File: config.mk
export PLATFORM = sky130hd
export DESIGN_NAME = sbox_word_pipe
export DESIGN_NICKNAME = d
export VERILOG_FILES = /design/src/rtl/sbox_word_pipe.sv
export SDC_FILE = /design/constraint.sdc
export NUM_CORES = 1
export LEC_CHECK = 0
export CORE_MARGIN = 1
export CORE_UTILIZATION = 60
export CTS_CLUSTER_DIAMETER = 120
export CTS_CLUSTER_SIZE = 8
export DETAILED_ROUTE_END_ITERATION = 10
export DONT_BUFFER_PORTS = 1
export GPL_TIMING_DRIVEN = 0
export PLACE_DENSITY = 0.76
export SYNTH_ARGS = -nofsm -noshare
export SYNTH_HDL_FRONTEND = slang
export SYNTH_SLANG_ARGS = --single-unit
export TNS_END_PERCENT = 20
File: constraint.sdc
create_clock -name clk -period 5.2 [get_ports clk]
set_input_delay 1.04 -clock clk [delete_from_list [all_inputs] [get_ports clk]]
set_output_delay 1.04 -clock clk [all_outputs]
set_load 0.1 [all_outputs]
File: src/rtl/sbox_word_pipe.sv
// sbox_word_pipe
//   Pipelined AES S-box over a word of LANES independent byte lanes.
//   Each lane inverts in GF(2^8) through the composite field GF(((2^2)^2)^2):
//   x^2+x+phi over GF(2^2) with phi = {10}, and y^2+y+lambda over GF(2^4) with
//   lambda = {1100}. The forward/inverse choice is per word and travels with it.
//
//   Pipeline:
//     S1  optional inverse affine, isomorphic map, d = ah^2*lambda ^ ah*al ^ al^2
//     S2  d_inv = gf4_inv(d)
//     S3  h = ah*d_inv, l = (ah^al)*d_inv, inverse map, optional forward affine
//   All stages advance together when en = ~v3 | out_ready and hold otherwise.
//
// Ports
//   clk        clock, rising edge
//   rst_n      asynchronous active-low reset
//   in_valid   input word valid
//   in_ready   input accepted this cycle when high (combinational from out_ready)
//   in_inv     0 = forward S-box, 1 = inverse S-box
//   in_data    input bytes, lane k = in_data[8k+7:8k]
//   out_valid  output word valid
//   out_ready  downstream accepts output
//   out_data   substituted bytes, same lane order
//   busy       any stage holds a valid word
module sbox_word_pipe #(
    parameter int LANES = 4
) (
    input  logic                 clk,
    input  logic                 rst_n,
    input  logic                 in_valid,
    output logic                 in_ready,
    input  logic                 in_inv,
    input  logic [8*LANES-1:0]   in_data,
    output logic                 out_valid,
    input  logic                 out_ready,
    output logic [8*LANES-1:0]   out_data,
    output logic                 busy
);

    localparam int W = 8 * LANES;

    // GF(2^2) multiply, basis {x, 1} modulo x^2+x+1
    function automatic logic [1:0] gf2_mul(input logic [1:0] a, input logic [1:0] b);
        logic [1:0] k;
        k[1] = (a[1] & b[1]) ^ (a[0] & b[1]) ^ (a[1] & b[0]);
        k[0] = (a[1] & b[1]) ^ (a[0] & b[0]);
        return k;
    endfunction

    // multiply by phi = {10}
    function automatic logic [1:0] gf2_mul_phi(input logic [1:0] a);
        return {a[1] ^ a[0], a[1]};
    endfunction

    function automatic logic [3:0] gf4_mul(input logic [3:0] q, input logic [3:0] w);
        logic [1:0] hh, hl, lh, ll;
        hh = gf2_mul(q[3:2], w[3:2]);
        hl = gf2_mul(q[3:2], w[1:0]);
        lh = gf2_mul(q[1:0], w[3:2]);
        ll = gf2_mul(q[1:0], w[1:0]);
        return {hh ^ hl ^ lh, gf2_mul_phi(hh) ^ ll};
    endfunction

    function automatic logic [3:0] gf4_sq(input logic [3:0] q);
        return {q[3], q[3] ^ q[2], q[2] ^ q[1], q[3] ^ q[1] ^ q[0]};
    endfunction

    // multiply by lambda = {1100}
    function automatic logic [3:0] gf4_mul_lambda(input logic [3:0] q);
        return {q[2] ^ q[0], q[3] ^ q[2] ^ q[1] ^ q[0], q[3], q[2]};
    endfunction

    // GF(2^4) inverse; maps 0 to 0, which is what makes S(0x00)=0x63 fall out
    function automatic logic [3:0] gf4_inv(input logic [3:0] q);
        logic [3:0] r;
        r[3] = q[3] ^ (q[3] & q[2] & q[1]) ^ (q[3] & q[0]) ^ q[2];
        r[2] = (q[3] & q[2] & q[1]) ^ (q[3] & q[2] & q[0]) ^ (q[3] & q[0])
             ^ q[2] ^ (q[2] & q[1]);
        r[1] = q[3] ^ (q[3] & q[2] & q[1]) ^ (q[3] & q[1] & q[0]) ^ q[2]
             ^ (q[2] & q[0]) ^ q[1];
        r[0] = (q[3] & q[2] & q[1]) ^ (q[3] & q[2] & q[0]) ^ (q[3] & q[1])
             ^ (q[3] & q[1] & q[0]) ^ (q[3] & q[0]) ^ q[2] ^ (q[2] & q[1])
             ^ (q[2] & q[1] & q[0]) ^ q[1] ^ q[0];
        return r;
    endfunction

    // polynomial basis GF(2^8) -> composite basis {ah, al}
    function automatic logic [7:0] iso_map(input logic [7:0] x);
        logic [7:0] q;
        q[7] = x[7] ^ x[5];
        q[6] = x[7] ^ x[6] ^ x[4] ^ x[3] ^ x[2] ^ x[1];
        q[5] = x[7] ^ x[5] ^ x[3] ^ x[2];
        q[4] = x[7] ^ x[5] ^ x[3] ^ x[2] ^ x[1];
        q[3] = x[7] ^ x[6] ^ x[2] ^ x[1];
        q[2] = x[7] ^ x[4] ^ x[3] ^ x[2] ^ x[1];
        q[1] = x[6] ^ x[4] ^ x[1];
        q[0] = x[6] ^ x[1] ^ x[0];
        return q;
    endfunction

    function automatic logic [7:0] iso_inv_map(input logic [7:0] q);
        logic [7:0] y;
        y[7] = q[7] ^ q[6] ^ q[5] ^ q[1];
        y[6] = q[6] ^ q[2];
        y[5] = q[6] ^ q[5] ^ q[1];
        y[4] = q[6] ^ q[5] ^ q[4] ^ q[2] ^ q[1];
        y[3] = q[5] ^ q[4] ^ q[3] ^ q[2] ^ q[1];
        y[2] = q[7] ^ q[4] ^ q[3] ^ q[2] ^ q[1];
        y[1] = q[5] ^ q[4];
        y[0] = q[6] ^ q[5] ^ q[4] ^ q[2] ^ q[0];
        return y;
    endfunction

    // returns {ah, al, d}
    function automatic logic [11:0] s1_front(input logic [7:0] b_in, input logic inv);
        logic [7:0] b;
        logic [7:0] q;
        logic [3:0] d;
        if (inv) begin
            b = {b_in[6:0], b_in[7]} ^ {b_in[4:0], b_in[7:5]} ^ {b_in[1:0], b_in[7:2]} ^ 8'h05;
        end else begin
            b = b_in;
        end
        q = iso_map(b);
        d = gf4_mul_lambda(gf4_sq(q[7:4])) ^ gf4_mul(q[7:4], q[3:0]) ^ gf4_sq(q[3:0]);
        return {q, d};
    endfunction

    function automatic logic [7:0] s3_back(input logic [3:0] ah, input logic [3:0] al,
                                           input logic [3:0] dinv, input logic inv);
        logic [7:0] y;
        y = iso_inv_map({gf4_mul(ah, dinv), gf4_mul(ah ^ al, dinv)});
        if (!inv) begin
            y = y ^ {y[6:0], y[7]} ^ {y[5:0], y[7:6]} ^ {y[4:0], y[7:5]}
                  ^ {y[3:0], y[7:4]} ^ 8'h63;
        end
        return y;
    endfunction

    logic                   w_en;
    logic                   r_v1, r_v2, r_v3;
    logic                   r_inv1, r_inv2;
    logic [LANES-1:0][3:0]  r_s1_ah, r_s1_al, r_s1_d;
    logic [LANES-1:0][3:0]  r_s2_ah, r_s2_al, r_s2_dinv;
    logic [W-1:0]           r_out;

    logic [LANES-1:0][3:0]  w_s1_ah, w_s1_al, w_s1_d;
    logic [LANES-1:0][3:0]  w_s2_dinv;
    logic [W-1:0]           w_s3_byte;

    assign w_en = ~r_v3 | out_ready;

    always_comb begin
        w_s1_ah   = '0;
        w_s1_al   = '0;
        w_s1_d    = '0;
        w_s2_dinv = '0;
        w_s3_byte = '0;
        for (int k = 0; k < LANES; k++) begin
            {w_s1_ah[k], w_s1_al[k], w_s1_d[k]} = s1_front(in_data[8*k +: 8], in_inv);
            w_s2_dinv[k] = gf4_inv(r_s1_d[k]);
            w_s3_byte[8*k +: 8] = s3_back(r_s2_ah[k], r_s2_al[k], r_s2_dinv[k], r_inv2);
        end
    end

    // Data registers load on every enabled edge, bubbles included; only the
    // valid bits decide whether a stage's contents mean anything.
    always_ff @(posedge clk or negedge rst_n) begin
        if (!rst_n) begin
            r_v1      <= 1'b0;
            r_v2      <= 1'b0;
            r_v3      <= 1'b0;
            r_inv1    <= 1'b0;
            r_inv2    <= 1'b0;
            r_s1_ah   <= '0;
            r_s1_al   <= '0;
            r_s1_d    <= '0;
            r_s2_ah   <= '0;
            r_s2_al   <= '0;
            r_s2_dinv <= '0;
            r_out     <= '0;
        end else if (w_en) begin
            r_v1      <= in_valid;
            r_v2      <= r_v1;
            r_v3      <= r_v2;
            r_inv1    <= in_inv;
            r_inv2    <= r_inv1;
            r_s1_ah   <= w_s1_ah;
            r_s1_al   <= w_s1_al;
            r_s1_d    <= w_s1_d;
            r_s2_ah   <= r_s1_ah;
            r_s2_al   <= r_s1_al;
            r_s2_dinv <= w_s2_dinv;
            r_out     <= w_s3_byte;
        end
    end

    assign in_ready  = w_en;
    assign out_valid = r_v3;
    assign out_data  = r_out;
    assign busy      = r_v1 | r_v2 | r_v3;

endmodule

==> metrics.yaml, run 1 <==
status: "completed"
vias: 11600
cpPeakStageDelay_ns: 0.79
clock_skew_ns: 0.00993
cts_buffers: 17
grt_pass1_wl_um: 55800
fmax_mhz: 244
dp_hpwl_um: 26000
grt_pass1_vias: 10800
post_cts_buffers: 0
dieArea_um2: 23700
r2r-start: "r_s2_ah[11]"
grt_overflow: 0
drive_above_1_share_pct: 8.17
ys_seq_area_share_pct: 24.0
cts_hold_buf: 0
hold_path_class: "in -> async"
syn-instance-count: 1694
antenna_cells: 0
h-tree-depth: 4
hold_ws_ns: 0.307
final_max_slew_viol_count: 0
die_h_um: 154
syn_to_final_growth_pct: 6.71
cts_buffer_depth: 2
start_util_pct: 61.3
io_buffer_count: 0
setup_viol: 0
setup.worst_path.end_class: "output port"
critPathMaxFanout: 10
layout_setup_ws_ns: 1.09
clockRootBuffer: "clkbuf_16"
syn_nets: 1731
post_drt_wl_per_cell_um: 17.1
hold_violations: 0
synth_area_per_cell_um2: 8.19
row_count: 55
r2r_setup_slack_ns: 2.09
cts_tree: "built"
yosysWarningCount: 0
drt_pass1_iterations: 7
synthTopCellsByCount: "nand2_1, xnor2_1, dfrtp_1, nor2_1, xor2_1"
route.detailed.drc: 0
worst_path_most_repeated_cell: "clkbuf_1"
gp_congestion: 0.949
synth-seq-cells: 133
synth_enable_flop_cells: 0
grt_max_degree: 134
synth_top_cell_by_area: "dfrtp_1"
synth.area.top_cells: "dfrtp_1, xnor2_1, nand2_1"
ant_nets: 0
antenna_found_initial: 1
synthArstFlopShare_pct: 100
path_class: "reg -> out"
vias_per_cell: 5.78
crit_arrival_ns: 3.07
wl_um: 34300
rsz0062_at_grt: "false"
design.portCount: 72
dpl_worst_slack_ns: 1.12
r2r_end: "out_data[19]"
syn-cell-area_um2: 13900
finalCritPeriodShare_pct: 79.0
post_cts_resized: 0
chipWidth_um: 154
setup_tns_ns: 0
yosysTopAreaCellShare_pct: 24.0
fin_nets: 1750
cts.sinks: 133
startpoint_type: "register"
path_cells: "nor2b_1, clkbuf_1, inv_2, clkbuf_1, clkbuf_2"
yosysMostFrequentCell: "nand2_1"
core_um2: 22600
r2r_cells: 10
drt_first_iter_violations: 784
final_core_util_pct: 65.4
fin_crit_ns: 4.11
path_clk_slew_ns: 0.06
yosys_most_used_dff: "dfrtp_1"
synth.distinct_cells: 72
relSlewSlack_pct: 36.7
required_ns: 4.16
tightest_slew_ns: 0.942
track_usage_pct: 29.4
clock_latency_ns: 0.44
slowest_stage: "clkbuf_2"
max_cap_violations: 0
==> critical path, delay by kind of cell (launching register included) <==
kind                   cells  cell delay (ns)
and+or+nand+nor            1             0.30
DFF                        1             0.75
buffers and inverters      4             1.57
==> layout make-up <==
type / instances / area, um2
Sequential cell: 133 / 3330
Multi-Input combinational cell: 1418 / 9910
Buffer: 131 / 591
Clock inverter: 10 / 98.8
Tap cell: 285 / 357
Clock buffer: 22 / 474
Inverter: 12 / 45.0
Fill cell: 1896 / 7840
==> stage by stage <==
stage | instance area [um2] | instances
2_1_floorplan | 13900 | 1694
4_1_cts | 14800 | 2011
3_5_place_dp | 14200 | 1979
6_report | 14800 | 2011
5_1_grt | 14800 | 2011
3_3_place_gp | 14200 | 1979
==> state kept, by name, indices dropped and copies added, names as in the netlist <==
register,cells
out_data,32
r_s1_ah,16
r_s1_al,16
r_s1_d,16
r_s2_ah,16
r_s2_al,16
r_s2_dinv,16
out_valid,1
r_inv1,1
r_inv2,1
r_v1,1
r_v2,1
==> cell families (layout without fill, tap and decap cells) <==
logic type	count (synthesis)	count (layout)	share of synthesized area (%)
multiplexers	89	89	7.40
buffers and inverters	143	175	4.57
XOR/XNOR	410	410	30.7
AO/OA/AOI/OAI	353	353	15.5
flip-flops	133	133	24.0
AND/OR/NAND/NOR	564	564	17.7
adder cells (fa/ha/maj)	2	2	0.153
==> worst max path at each step <==
stage               from         to  slack, ns  cells after the start
2_1_floorplan  out_ready   in_ready       1.53                      5
3_3_place_gp   out_ready   in_ready       0.96                      5
3_5_place_dp      in_inv  r_s1_d[3]       1.12                     11
4_1_cts        out_valid   in_ready       1.16                      5
5_1_grt        out_valid   in_ready        1.0                      5
6_report       out_valid   in_ready       1.09                      5
==> per-layer routing <==
layer	routed length (um)	up-vias	share of wire, %	global-route usage, %
met1	15400	5409	45	39.2
met2	16000	374	47	48.6
li1	-	5776	-	-
met4	1060	2	3.1	10.8
met5	11	-	0.032	0
met3	1850	63	5.4	4.26
==> cell usage in the layout, fill, tap and decap left out, types with 5 or more instances in the layout <==
cell type	count
xnor3_1	17
buf_2	38
nor2_1	123
nor2b_1	24
o22ai_1	12
mux2_2	28
a32oi_1	5
clkbuf_16	17
xnor2_1	238
o21ai_0	115
nor3_1	28
o221ai_1	7
xor3_1	20
a31oi_1	7
mux2i_4	5
xor2_2	5
dfrtp_1	133
nand2b_1	28
o211ai_1	20
a21oi_1	98
or3_1	6
inv_1	10
mux2i_1	49
a211oi_1	8
nand3_1	17
clkbuf_1	75
mux2i_2	6
nand2_1	298
xor2_1	120
buf_6	5
o21ai_1	12
buf_1	10
a22oi_1	16
xnor2_2	8
o21a_1	6
nor3b_1	18
Power of run 1 is left out: the tool's default activity adds up to more than one toggle a clock period on the data nets, which glitch-free logic cannot reach.
==> run 2: changes to the inputs <==
==> constraint.sdc (replaced) <==
create_clock -name clk -period 3.8 [get_ports clk]
set_input_delay 0.76 -clock clk [delete_from_list [all_inputs] [get_ports clk]]
set_output_delay 0.76 -clock clk [all_outputs]
set_load 0.1 [all_outputs]
==> run 2 against run 1 <==
Effect of this change:
- sequential share of layout area about the same
- die area unchanged
- setup slack worse by 0.90 ns
- hold slack worse by 0.28 ns
- core utilization about the same
- count of clock-buffer cells in the layout unchanged
- via count about the same
- critical path type unchanged
==> metrics.yaml, run 2 (synthesis gave the netlist of run 1 again) <==
status: "completed"  # unchanged
cts_tree: "built"  # unchanged
crit_arrival_ns: 2.85  # was 3.07 ns
h-tree-depth: 4  # unchanged
final_cells: 2011  # unchanged
hold_ws_ns: 0.0274  # was 0.307 ns
vias: 11600  # about the same
path_clk_slew_ns: 0.06  # about the same
drive_above_1_share_pct: 8.17  # unchanged
layout_commonest_cell: "nand2_1"  # unchanged
io_buffer_count: 0  # unchanged
gp_congestion: 0.949  # unchanged
dp_hpwl_um: 26000  # unchanged
grt_pass1_wl_um: 55800  # unchanged
setup_viol: 0  # unchanged
clock_skew_ns: 0.00920  # was 0.00993 ns
track_usage_pct: 29.4  # unchanged
critPathMaxFanout: 10  # unchanged
dieArea_um2: 23700  # unchanged
syn_to_final_growth_pct: 6.73  # was 6.71%
cts_hold_buf: 0  # unchanged
chipWidth_um: 154  # unchanged
antenna_found_initial: 1  # unchanged
cts_buffer_depth: 2  # unchanged
post_drt_wl_per_cell_um: 17.1  # about the same
path_class: "reg -> out"  # unchanged
die_h_um: 154  # unchanged
fill_cells: 1894  # was 1896
worst_path_most_repeated_cell: "clkbuf_1"  # unchanged
drt_pass1_iterations: 5  # was 7
slowest_stage: "dfrtp_1"  # was clkbuf_2
largest_reg_flops: 32  # unchanged
wl_um: 34300  # about the same
design.portCount: 72  # unchanged
start_util_pct: 61.3  # unchanged
grt_overflow: 0  # unchanged
clock_latency_ns: 0.43  # was 0.44 ns
grt_pass1_vias: 10800  # unchanged
finalCritPeriodShare_pct: 95.0
cpPeakStageDelay_ns: 0.75  # was 0.79 ns
row_count: 55  # unchanged
cts_buffers: 17  # unchanged
clockRootBuffer: "clkbuf_16"  # unchanged
hold_violations: 0  # unchanged
multi_input_area_um2: 9910  # unchanged
fin_nets: 1750  # unchanged
drt_first_iter_violations: 851  # was 784
path_cells: "nor2b_1, clkbuf_1, inv_2, clkbuf_1, clkbuf_4"  # was nor2b_1, clkbuf_1, inv_2, clkbuf_1, clkbuf_2
fin_crit_ns: 3.61
fmax_mhz: 277
antenna_cells: 0  # unchanged
setup.worst_path.end_class: "output port"  # unchanged
grt_max_degree: 134  # unchanged
relSlewSlack_pct: 34.8  # was 36.7%
required_ns: 3.04  # was 4.16 ns
core_um2: 22600  # unchanged
ant_nets: 0  # unchanged
route.detailed.drc: 0  # unchanged
setup_tns_ns: 0  # unchanged
max_cap_violations: 0  # unchanged
placed_cells: 1979  # unchanged
tightest_slew_ns: 0.971  # was 0.942 ns
vias_per_cell: 5.78  # about the same
hold_path_class: "in -> async"  # unchanged
startpoint_type: "register"  # unchanged
final_max_slew_viol_count: 0  # unchanged
final_cell_mix: "nand2_1, xnor2_1, dfrtp_1"  # unchanged
cts.sinks: 133  # unchanged
post_cts_buffers: 0  # unchanged
rsz0062_at_grt: "false"  # unchanged
seq_area_um2: 3330  # unchanged
[run 2: final timing paths]
| kind | from | end | slack, ns | cells past startpoint |
|---|---|---|---|---|
| setup / recovery | out_valid | in_ready | 0.19 | 5 |
| hold / removal | rst_n | out_data[29] | 0.03 | 0 |
| min in group clk | in_valid | r_v1 | 0.45 | 2 |
| hold reg to reg | r_s1_al[1] | r_s1_al[1] | 0.48 | 2 |
| max in group asynchronous | rst_n | r_s2_ah[13] | 3.54 | 0 |
| setup reg to reg | r_s2_ah[11] | out_data[16] | 0.68 | 9 |
[run 2: cell type report]
cell class	count	area share, %
Inverter	12	0.304
Multi-Input combinational cell	1418	66.9
Sequential cell	133	22.5
Clock inverter	10	0.668
Tap cell	285	2.41
Clock buffer	22	3.20
Buffer	131	4.01
[run 2: worst max-delay path, delay by kind of cell, from the launching register on]
kind | cells | cell delay, ns
buffers and inverters | 4 | 1.36
and+or+nand+nor | 1 | 0.30
DFF | 1 | 0.75
[run 2: per-stage QoR]
stage                     utilization [%]  instance area, um2  setup WS (ns)
after floorplan                         -               13900          0.474
after global placement               62.9               14200         -0.122
after detailed placement             62.9               14200       -0.00499
after CTS                            65.4               14800         0.0404
after global routing                 65.4               14800         0.0860
final                                65.4               14800          0.189
[run 2: what timing repair did]
action,4_1_cts,5_1_grt
gates resized for setup,0,2
hold endpoints to repair,0,0
setup endpoints to repair,0,1
[run 2: per-layer routing]
layer	part of all wire (%)	track usage, %	vias to the layer above
met5	0.026	0	-
met4	3.0	10.8	2
met3	5.2	4.26	62
met2	46	48.6	350
met1	45	39.2	5436
li1	-	-	5783
Power of run 2 is left out for the same reason.
==> run 3: changes to the inputs <==
--- a/config.mk
+++ b/config.mk
@@ -11,7 +11,6 @@
 export CTS_CLUSTER_SIZE = 8
 export DETAILED_ROUTE_END_ITERATION = 10
 export DONT_BUFFER_PORTS = 1
-export GPL_TIMING_DRIVEN = 0
 export PLACE_DENSITY = 0.76
 export SYNTH_ARGS = -nofsm -noshare
 export SYNTH_HDL_FRONTEND = slang
==> run 3 against run 2 <==
Effect of this change:
- critical path depth up 4
- final area down 2.9%
- first-iteration DRC count up 7.8%
- non-clock buffer count down 112
- sequential share of layout area up 0.66 points
- fmax up 14%
- register-to-register slack worse by 0.06 ns
- die area unchanged
- sequential cell count unchanged
- critical path type is now reg -> reg
==> metrics.yaml, run 3 (synthesis gave the netlist of run 1 again) <==
antenna_found_initial: 0  # was 1
grt_overflow: 0  # unchanged
syn_to_final_growth_pct: 3.68  # was 6.73%
max_cap_violations: 0  # unchanged
cts.sinks: 133  # unchanged
core_um2: 22600  # unchanged
relSlewSlack_pct: 25.8  # was 34.8%
r2r_setup_slack_ns: 0.62  # was 0.68 ns
io_buffer_count: 0  # unchanged
dpl_worst_slack_ns: 0.376  # was -0.00499 ns
row_count: 55  # unchanged
antenna_cells: 0  # unchanged
status: "completed"  # unchanged
setup_viol: 0  # unchanged
dp_hpwl_um: 21000  # was 26000 um
crit_arrival_ns: 3.44  # was 2.85 ns
layout_commonest_cell: "nand2_1"  # unchanged
startpoint_type: "register"  # unchanged
required_ns: 4.06  # was 3.04 ns
path_clk_slew_ns: 0.06  # about the same
final_cell_mix: "nand2_1, xnor2_1, dfrtp_1"  # unchanged
worst_path_most_repeated_cell: "xor2_1"  # was clkbuf_1
final_max_slew_viol_count: 0  # unchanged
clock_latency_ns: 0.42  # was 0.43 ns
tightest_slew_ns: 1.10  # was 0.971 ns
r2r-start: "r_s2_ah[12]"  # was r_s2_ah[11]
design.portCount: 72  # unchanged
slowest_stage: "dfrtp_1"  # unchanged
clockRootBuffer: "clkbuf_16"  # unchanged
path_class: "reg -> reg"  # was reg -> out
r2r_end: "out_data[28]"  # was out_data[16]
hold_ws_ns: 0.0300  # was 0.0274 ns
grt_pass1_wl_um: 49300  # was 55800 um
hold_violations: 0  # unchanged
fin_crit_ns: 3.18  # was 3.61 ns
cts_buffers: 17  # unchanged
ant_nets: 0  # unchanged
fmax_mhz: 315  # was 277 MHz
h-tree-depth: 4  # unchanged
post_cts_resized: 0  # unchanged
die_h_um: 154  # unchanged
start_util_pct: 61.3  # unchanged
vias: 10900  # was 11600
rsz0062_at_grt: "false"  # unchanged
chipWidth_um: 154  # unchanged
postLayoutCellArea_um2: 14400  # was 14800 um2
clock_skew_ns: 0.00877  # was 0.00920 ns
path_cells: "xor2_1, nand2_1, xor2_1, xnor3_2, xnor3_2, xnor2_1, o21ai_1, xor2_1, o21ai_0"  # was nor2b_1, clkbuf_1, inv_2, clkbuf_1, clkbuf_4
dieArea_um2: 23700  # unchanged
cts_buffer_depth: 2  # unchanged
route.detailed.drc: 0  # unchanged
cp_num_buf_inv: 0  # was 4
track_usage_pct: 25.1  # was 29.4%
hold_path_class: "in -> async"  # unchanged
cp-startpoint: "r_s2_ah[12]"  # was out_valid
layout_setup_ws_ns: 0.622  # was 0.189 ns
grt_pass1_vias: 9968  # was 10800
gp_congestion: 0.881  # was 0.949
fin_nets: 1638  # was 1750
cts_hold_buf: 0  # unchanged
grt_max_degree: 134  # unchanged
post_drt_wl_per_cell_um: 15.4  # was 17.1 um
cpPeakStageDelay_ns: 0.59  # was 0.75 ns
cp.depth: 9  # was 5
wl_um: 29300  # was 34300 um
vias_per_cell: 5.73  # was 5.78
cts_tree: "built"  # unchanged
setup_tns_ns: 0  # unchanged
postPlaceCellArea_um2: 13800  # was 14200 um2
post_cts_buffers: 0  # unchanged
crit_end: "out_data[28]"  # was in_ready
drt_first_iter_violations: 917  # was 851
largest_reg_flops: 32  # unchanged
setup.worst_path.end_class: "register"  # was output port
drt_pass1_iterations: 6  # was 5
drive_above_1_share_pct: 7.06  # was 8.17%
cp_top_family: "XOR/XNOR gates"  # was buffers and inverters
finalCritPeriodShare_pct: 83.6  # was 95.0%
critPathMaxFanout: 12  # was 10
r2r_cells: 9  # unchanged
-- run 3: layout make-up --
type                       count  area [um2]
tap                          285         357
clock buffer                  19         443
inverter                      12        47.5
clock inverter                13         148
multi-input combinational   1418        9920
sequential                   133        3330
timing repair buffer          19         143
fill                        1912        8260
-- run 3: per-layer routing --
layer	vias to the layer above	GRT usage (%)	share of wire [%]	wire [um]
met5	-	0	0	0
met4	0	5.62	0.84	247
met3	20	3.35	4.4	1290
met2	228	40.5	46	13500
met1	5084	35.9	48	14200
li1	5544	-	-	-
-- run 3: worst min path at each step --
stage	from	to	slack, ns	depth (start not counted)
after floorplan	r_inv1	r_inv1	0.44	2
after global placement	r_s1_al[6]	r_s2_al[6]	0.45	2
after detailed placement	r_s1_ah[6]	r_s2_ah[6]	0.46	2
after CTS	rst_n	out_data[23]	0.02	0
after global routing	rst_n	out_data[23]	0.02	0
final	rst_n	out_data[17]	0.03	0
-- run 3: per-stage QoR --
step | instances | util [%]
4_1_cts | 1899 | 63.5
2_1_floorplan | 1694 | -
5_1_grt | 1899 | 63.5
6_report | 1899 | 63.5
3_5_place_dp | 1867 | 60.9
3_3_place_gp | 1867 | 60.9
Power of run 3 is left out for the same reason.
